--- src/rtl/parking_gate_controller.sv ---
`default_nettype none
// ============================================================================
// Module   : parking_gate_controller
// Purpose  : Debounced entry/exit barrier control producing spaced
//            car_enter / car_leave pulses for the slot allocator.
// Revision : 1.0 - initial release
// ============================================================================
module parking_gate_controller #(
    parameter int DEBOUNCE_CYCLES = 4,
    parameter int TIMEOUT_CYCLES  = 16
) (
    input  logic clk,
    input  logic reset_n,
    input  logic entry_sensor,
    input  logic exit_sensor,
    input  logic parking_full,
    output logic car_enter,
    output logic car_leave,
    output logic entry_gate_open,
    output logic exit_gate_open,
    output logic entry_denied,
    output logic gate_fault
);

    localparam logic [3:0] C_DEB_LAST = 4'(DEBOUNCE_CYCLES - 1);
    localparam logic [7:0] C_TMO_LAST = 8'(TIMEOUT_CYCLES - 1);

    typedef enum logic [1:0] {
        S_IDLE    = 2'd0,
        S_OPEN    = 2'd1,
        S_HOLDOFF = 2'd2
    } lane_state_t;

    // Lane 0 is the entry lane, lane 1 the exit lane; only the entry lane can be refused.
    logic [1:0] w_sensor;
    logic [1:0] w_full;
    logic [1:0] w_req;
    logic [1:0] w_deny;
    logic [1:0] w_tmo;
    logic [1:0] w_open;

    assign w_sensor = {exit_sensor, entry_sensor};
    assign w_full   = {1'b0, parking_full};

    for (genvar l = 0; l < 2; l++) begin : g_lane
        logic [1:0]  sync_q;
        logic        deb_q;
        logic [3:0]  cnt_q;
        logic        rise_q;
        logic        fall_q;
        lane_state_t state_q;
        logic [7:0]  timer_q;
        logic        req_q;
        logic        deny_q;
        logic        tmo_q;

        always_ff @(posedge clk or negedge reset_n) begin
            if (!reset_n) begin
                sync_q <= 2'b00;
                deb_q  <= 1'b0;
                cnt_q  <= 4'd0;
                rise_q <= 1'b0;
                fall_q <= 1'b0;
            end else begin
                sync_q <= {sync_q[0], w_sensor[l]};
                rise_q <= 1'b0;
                fall_q <= 1'b0;
                if (sync_q[1] == deb_q) begin
                    cnt_q <= 4'd0;
                end else if (cnt_q == C_DEB_LAST) begin
                    deb_q  <= ~deb_q;
                    cnt_q  <= 4'd0;
                    rise_q <= ~deb_q;
                    fall_q <= deb_q;
                end else begin
                    cnt_q <= cnt_q + 4'd1;
                end
            end
        end

        always_ff @(posedge clk or negedge reset_n) begin
            if (!reset_n) begin
                state_q <= S_IDLE;
                timer_q <= 8'd0;
                req_q   <= 1'b0;
                deny_q  <= 1'b0;
                tmo_q   <= 1'b0;
            end else begin
                req_q  <= 1'b0;
                deny_q <= 1'b0;
                tmo_q  <= 1'b0;
                case (state_q)
                    S_IDLE: begin
                        if (rise_q) begin
                            if (w_full[l]) begin
                                deny_q  <= 1'b1;
                                state_q <= S_HOLDOFF;
                            end else begin
                                req_q   <= 1'b1;
                                timer_q <= 8'd0;
                                state_q <= S_OPEN;
                            end
                        end
                    end
                    S_OPEN: begin
                        // A clearing car wins over a timeout landing on the same edge.
                        if (fall_q) begin
                            state_q <= S_IDLE;
                        end else if (timer_q == C_TMO_LAST) begin
                            tmo_q   <= 1'b1;
                            state_q <= S_HOLDOFF;
                        end else begin
                            timer_q <= timer_q + 8'd1;
                        end
                    end
                    S_HOLDOFF: begin
                        if (fall_q) begin
                            state_q <= S_IDLE;
                        end
                    end
                    default: state_q <= S_IDLE;
                endcase
            end
        end

        assign w_req[l]  = req_q;
        assign w_deny[l] = deny_q;
        assign w_tmo[l]  = tmo_q;
        assign w_open[l] = (state_q == S_OPEN);
    end

    logic car_enter_q;
    logic car_leave_q;
    logic pend_q;
    logic entry_gate_q;
    logic exit_gate_q;
    logic denied_q;
    logic fault_q;

    // Output stage: a coincident exit request is parked one cycle behind car_enter.
    always_ff @(posedge clk or negedge reset_n) begin
        if (!reset_n) begin
            car_enter_q  <= 1'b0;
            car_leave_q  <= 1'b0;
            pend_q       <= 1'b0;
            entry_gate_q <= 1'b0;
            exit_gate_q  <= 1'b0;
            denied_q     <= 1'b0;
            fault_q      <= 1'b0;
        end else begin
            car_enter_q  <= w_req[0];
            car_leave_q  <= pend_q | (w_req[1] & ~w_req[0]);
            pend_q       <= w_req[1] & w_req[0];
            entry_gate_q <= w_open[0];
            exit_gate_q  <= w_open[1];
            denied_q     <= |w_deny;
            fault_q      <= fault_q | (|w_tmo);
        end
    end

    assign car_enter       = car_enter_q;
    assign car_leave       = car_leave_q;
    assign entry_gate_open = entry_gate_q;
    assign exit_gate_open  = exit_gate_q;
    assign entry_denied    = denied_q;
    assign gate_fault      = fault_q;

endmodule
`default_nettype wire

--- config.mk ---
export PLATFORM = sky130hd
export DESIGN_NAME = parking_gate_controller
export DESIGN_NICKNAME = d
export VERILOG_FILES = /design/src/rtl/parking_gate_controller.sv
export SDC_FILE = /design/constraint.sdc
export NUM_CORES = 1
export LEC_CHECK = 0
export BUFFER_PORTS_ARGS = -buffer_cell sky130_fd_sc_hd__buf_4
export CAP_MARGIN = 20
export CORE_MARGIN = 3
export CORE_UTILIZATION = 53
export DETAILED_ROUTE_END_ITERATION = 12
export PLACE_DENSITY = 0.8
export RECOVER_POWER = 25
export SLEW_MARGIN = 10
export SYNTH_ARGS = -nofsm -noshare
export SYNTH_HDL_FRONTEND = slang
export SYNTH_SLANG_ARGS = --single-unit
export TNS_END_PERCENT = 20
--- constraint.sdc ---
create_clock -name clk -period 1.9 [get_ports clk]
set_clock_uncertainty 0.2 [all_clocks]
set_input_delay 0.095 -clock clk [delete_from_list [all_inputs] [get_ports clk]]
set_output_delay 0.095 -clock clk [all_outputs]
set_load 0.05 [all_outputs]
* Word level (Yosys, flattened, before mapping)
Cells that the tools add are included.
** Storage, ports and cells
- Word-level logic and storage cells :: 117
- Memory bits (writable) :: 0
- Output and inout port bits :: 6
- Flip-flop bits (word level) :: 50
- Memories :: 0
- Memory bits (read-only) :: 0
- Input port bits :: 5
- Bits in latches :: 0
** Operators by class
- Eq/ne operators :: 21
- Shifts and indexed selects :: 0
- Multipliers :: 0
- Divide/modulo/power cells :: 0
- Bitwise gates (word level) :: 9
- Mux-type cells :: 46
- Order comparisons :: 0
- $add $sub $neg :: 4
- Reductions and logical operators :: 11
** Operators by type and width (count)
- $mux W8 :: 7
- $pmux W8 S2 :: 2
- $mux W1 :: 22
- $mux W2 :: 9
- $ne A2 B2 Y1 const B :: 9
- $add A8 B1 Y8 const B :: 2
- $eq A8 B4 Y1 const B :: 2
- $mux W4 :: 4
- $pmux W2 S3 :: 2
- $add A4 B1 Y4 const B :: 2
- $eq A4 B2 Y1 const B :: 2
- $ne A3 B1 Y1 const B :: 2
- $reduce_and A3 Y1 :: 2
- $not A1 Y1 :: 5
- $reduce_and A5 Y1 :: 1
- $eq A2 B1 Y1 const B :: 2
- $eq A2 B2 Y1 const B :: 2
- $logic_not A2 Y1 :: 2
- $reduce_and A2 Y1 :: 2
- $reduce_and A4 Y1 :: 1
- $reduce_bool A2 Y1 :: 2
- $and A1 B1 Y1 :: 2
- $eq A1 B1 Y1 :: 2
- $or A1 B1 Y1 :: 2
- $reduce_or A2 Y1 :: 1

* Logic depth before layout (Yosys ltp)
- Word-level depth :: 4
- Gate-level depth with buffers :: 5
- Mapped depth without buffers :: 5

* Worst setup path after synthesis
No wires, ideal clock.
- Path type :: register to register
- From :: register g_lane[1].state_q[0]
- To :: register g_lane[1].timer_q[7]
- Arrival time :: 1.442 ns
- Path slack :: 0.139 ns
- Path buffers :: 1
- Period minus slack after synthesis :: 1.761 ns
- Required time :: 1.581 ns
- Setup time :: 0.119 ns
- Stages on the path, launching flop included :: 6
- Cell sequence :: dfrtp_1 or3b_1 buf_6 a2111oi_4 xnor2_1 nor2_2
** Between the ends
- Cells in the longest elaborated chain, start to end :: 3
- Elaborated cells on any way between the ends :: 8
- Those cells by class :: eq/ne: 4; mux: 1; reduce/logical: 3
** Ends and longest elaborated chain
- start, declared :: line 51 : lane_state_t state_q;
- start signal, assigned :: line 83 : state_q <= S_IDLE;
- start signal, assigned :: line 97 : state_q <= S_HOLDOFF;
- start signal, assigned :: line 101 : state_q <= S_OPEN;
- $eq A2 B1 Y1 / $logic_not A2 Y1 (equally long branches) :: line 92 : case (state_q)
- $ne A2 B2 Y1 (no source line) / $reduce_bool A2 Y1 (equally long branches)
- $reduce_and A4 Y1 (no source line)
- end signal, assigned :: line 113 : timer_q <= timer_q + 8'd1;
- end, declared :: line 52 : logic [7:0] timer_q;
Parallel ways exist; a longest one is shown, timed or not.
A chain may end at the register's enable or synchronous reset.

* Final worst setup path
Ends and elaborated chain as after synthesis.

==> impl_metrics.csv <==
group,metric,value,unit
hold_path,hold_depth,0,
logic_synthesis,ys_warn_count,0,
logic_synthesis,synth_cells,179,
flow_run,maxCapViolCount,0,
placement,place_area,0.002210,mm^2
logic_synthesis,ys_seq_area_share,60.39,%
placement,dp_hpwl,2401,um
floorplanning,die-area,0.004696,mm^2
drt,wl,3447,um
setup_path,r2r_start,"g_lane[1].state_q[0]",
power,power_density,1289,mW/mm^2
clock_network,cts-buffers-inserted,5,
status,status,"finished clean",
placement,dp.cells,237,
clock_network,cts_root_buf,"clkbuf_8",
clock_network,clk-insertion-delay-late,300,ps
setup_path,crit_required,1890,ps
sta,grt_setup_unrepaired,"false",
drt,drt-wirelength-per-cell,13.79,um
clock_network,clk_pin_slew,90,ps
floorplanning,start_util,55.76,%
cells_and_area,final_cells,250,
grt,gr-usage-met3,5.348,%
drt,via_count,1401,
grt,grt_pass1_vias,1361,
sta,tightest_slew,1155,ps
clock_network,h-tree-depth,2,
cells_and_area,fin_util,64.98,%
floorplanning,core_area,0.003716,mm^2
setup_path,r2r_cells,4,
power,leakage,0.001085,uW
logic_synthesis,synth-edff-count,0,
logic_synthesis,syn_area_per_cell,11.58,um^2
logic_synthesis,async_reset_ff_share,100.0,%
cells_and_area,design_area,0.002415,mm^2
setup_path,critical_path_class,"reg2reg",
sta,finalHoldViolCount,0,
clock_network,cts.sinks,50,
grt,grt_start_max_net_pins,51,
cells_and_area,final_common_cell,"dfrtp_1",
setup_path,worstSetupStartpointType,"flop",
setup_path,crit_path_end_kind,"flop",
floorplanning,die_h,68.53,um
sta,finalSetupTns,0,ps
clock_network,cts_tree,"done",
power,vdd_drop_max,0.6455,mV
cells_and_area,final_layout_size_suffix_gt1_share,15.35,%
grt,grt_use_met2,27.89,%
cells_and_area,final_cell_mix,"dfrtp_1 (50), nand2_1 (15), nor2_1 (14)",
grt,met1_usage,20.19,%
setup_path,timing.rr.end,"g_lane[1].timer_q[7]",
cells_and_area,nets,210,
grt,grt_pass1_wl,5830,um
sta,drv_slew,0,
drt,firstDrtPassIters,6,
drt,drcViolationCount,0,
sta,fmax,0.5547,GHz
setup_path,r2r_slack,100,ps
floorplanning,fp.dieW,68.53,um
placement,io_buffers,10,
logic_synthesis,synth_seq_cells,50,
drt,drt-vias-per-instance,5.604,
setup_path,path_max_fanout,4,
grt,antenna_found_initial,0,
drt,postRouteAntennaNets,0,
grt,track_usage,16.90,%
logic_synthesis,syn_nets,188,
setup_path,critPathArrivalTime,1800,ps
hold_path,hp-class,"reg2reg",
logic_synthesis,syn_area,0.002072,mm^2
cells_and_area,area_delta_synth_final,16.55,%
hold_path,hold_path.startpoint,"g_lane[1].sync_q[0]",
hold_path,min_to,"g_lane[1].sync_q[1]",
drt,initialDrtViolationCount,112,
sta,finalCriticalPeriod,1803,ps
sta,setup_viol_count_final,0,
grt,overflow,0,
placement,globalplace.congestion,0.8573,
grt,grt_busiest_layer,"met2",
floorplanning,ios,11,
logic_synthesis,yosys_most_used_dff,"dfrtp_1",
floorplanning,rows,22,
clock_network,cts.path.max_buffers,2,
cells_and_area,diodes,0,
sta,fin_crit_sh,94.88,%
clock_network,post_cts_buffers,0,
sta,relSlewSlack,23.01,%
logic_synthesis,ys_types,40,
power,total_power,3113,uW
-- sequential cells by signal (all words and copies together), names as in the netlist, 2 cells and up --
| register | cells |
|---|---|
| g_lane.tmo_q | 2 |
| g_lane.deb_q | 2 |
| g_lane.timer_q | 16 |
| g_lane.cnt_q | 8 |
| g_lane.rise_q | 2 |
| g_lane.req_q | 2 |
| g_lane.sync_q | 4 |
| g_lane.state_q | 4 |
| g_lane.fall_q | 2 |
-- report_power, final --
group / total (uW) / internal [uW] / switching (uW)
clock network: 859 / 527 / 332
registers: 1510 / 1290 / 224
logic: 742 / 325 / 418
total: 3110 / 2140 / 974
-- cell type report --
class / count / area, um^2
Fill cell: 265 / 1301
Sequential cell: 50 / 1251
Multi-Input combinational cell: 121 / 808.3
Timing Repair Buffer: 17 / 135.1
Clock buffer: 5 / 68.82
Clock inverter: 3 / 68.82
Tap cell: 48 / 60.06
Inverter: 6 / 22.52
-- timing repair --
| item | CTS | global route |
|---|---|---|
| hold buffers | 4 | 0 |
| hold endpoints to repair | 56 | 0 |
| setup endpoints to repair | 0 | 10 |
| gates resized for setup | 0 | 4 |
-- through the flow --
step                hold slack (ps)  setup slack, ps
detailed placement           -59.39            18.58
floorplan                    -400.6            139.4
CTS                           155.4            5.058
global placement             -69.97            103.4
finish                        155.3            97.35
global route                  165.8            6.595
-- worst max-delay path by stage --
stage                          from              endpoint  cells after the start
5_1_grt        g_lane[1].state_q[0]  g_lane[1].timer_q[7]                      4
4_1_cts        g_lane[1].state_q[1]  g_lane[1].timer_q[3]                      4
2_1_floorplan  g_lane[1].state_q[0]  g_lane[1].timer_q[7]                      5
3_3_place_gp   g_lane[1].state_q[1]  g_lane[1].timer_q[3]                      4
3_5_place_dp   g_lane[0].timer_q[0]  g_lane[0].timer_q[6]                      5
6_report       g_lane[1].state_q[0]  g_lane[1].timer_q[7]                      4
-- synthesized netlist by cell type, types with 2 or more instances --
cell / count / area (um^2)
nand3b_1: 2 / 15.01
dfrtp_1: 50 / 1251
nand2b_1: 3 / 18.77
inv_1: 6 / 22.52
o31ai_1: 3 / 22.52
ha_1: 4 / 50.05
nand3_1: 10 / 50.05
xnor2_1: 5 / 43.79
mux2i_1: 2 / 20.02
o211ai_1: 3 / 22.52
a21oi_1: 5 / 25.02
mux2_2: 2 / 22.52
nor2b_1: 5 / 31.28
a211oi_1: 3 / 22.52
and2_1: 2 / 12.51
nor3_1: 5 / 25.02
nand2_1: 15 / 56.30
o21ai_0: 7 / 35.03
and3_1: 3 / 18.77
a41oi_1: 2 / 17.52
or3b_1: 3 / 26.28
nor2_1: 14 / 52.55
a31oi_1: 4 / 25.02
xor2_1: 2 / 17.52
nor3b_1: 4 / 30.03
-- layer usage --
| metal | share of wire, % | wire length (um) | up-vias |
|---|---|---|---|
| li1 | - | - | 671 |
| met1 | 43 | 1495 | 696 |
| met2 | 51 | 1758 | 30 |
| met3 | 4.4 | 153 | 4 |
| met4 | 1.2 | 40 | 0 |
| met5 | 0 | 0 | - |
-- worst max-delay path: stages, from the launching register on --
cell and delay [ps]:
dfrtp_1 420, or3b_1 480, a2111oi_4 380, xnor2_1 170, nor2_2 40
-- logic make-up (layout without fill, tap and decap cells) --
group,Yosys count,count (layout),share of synthesized area (%)
simple gates,71,71,18.12
xor+xnor,7,7,2.959
fa+ha+maj,4,4,2.416
flops,50,50,60.39
compound gates,34,35,12.02
buf+inv,9,31,2.053
mux,4,4,2.053
(Power assumes the default switching activity.)
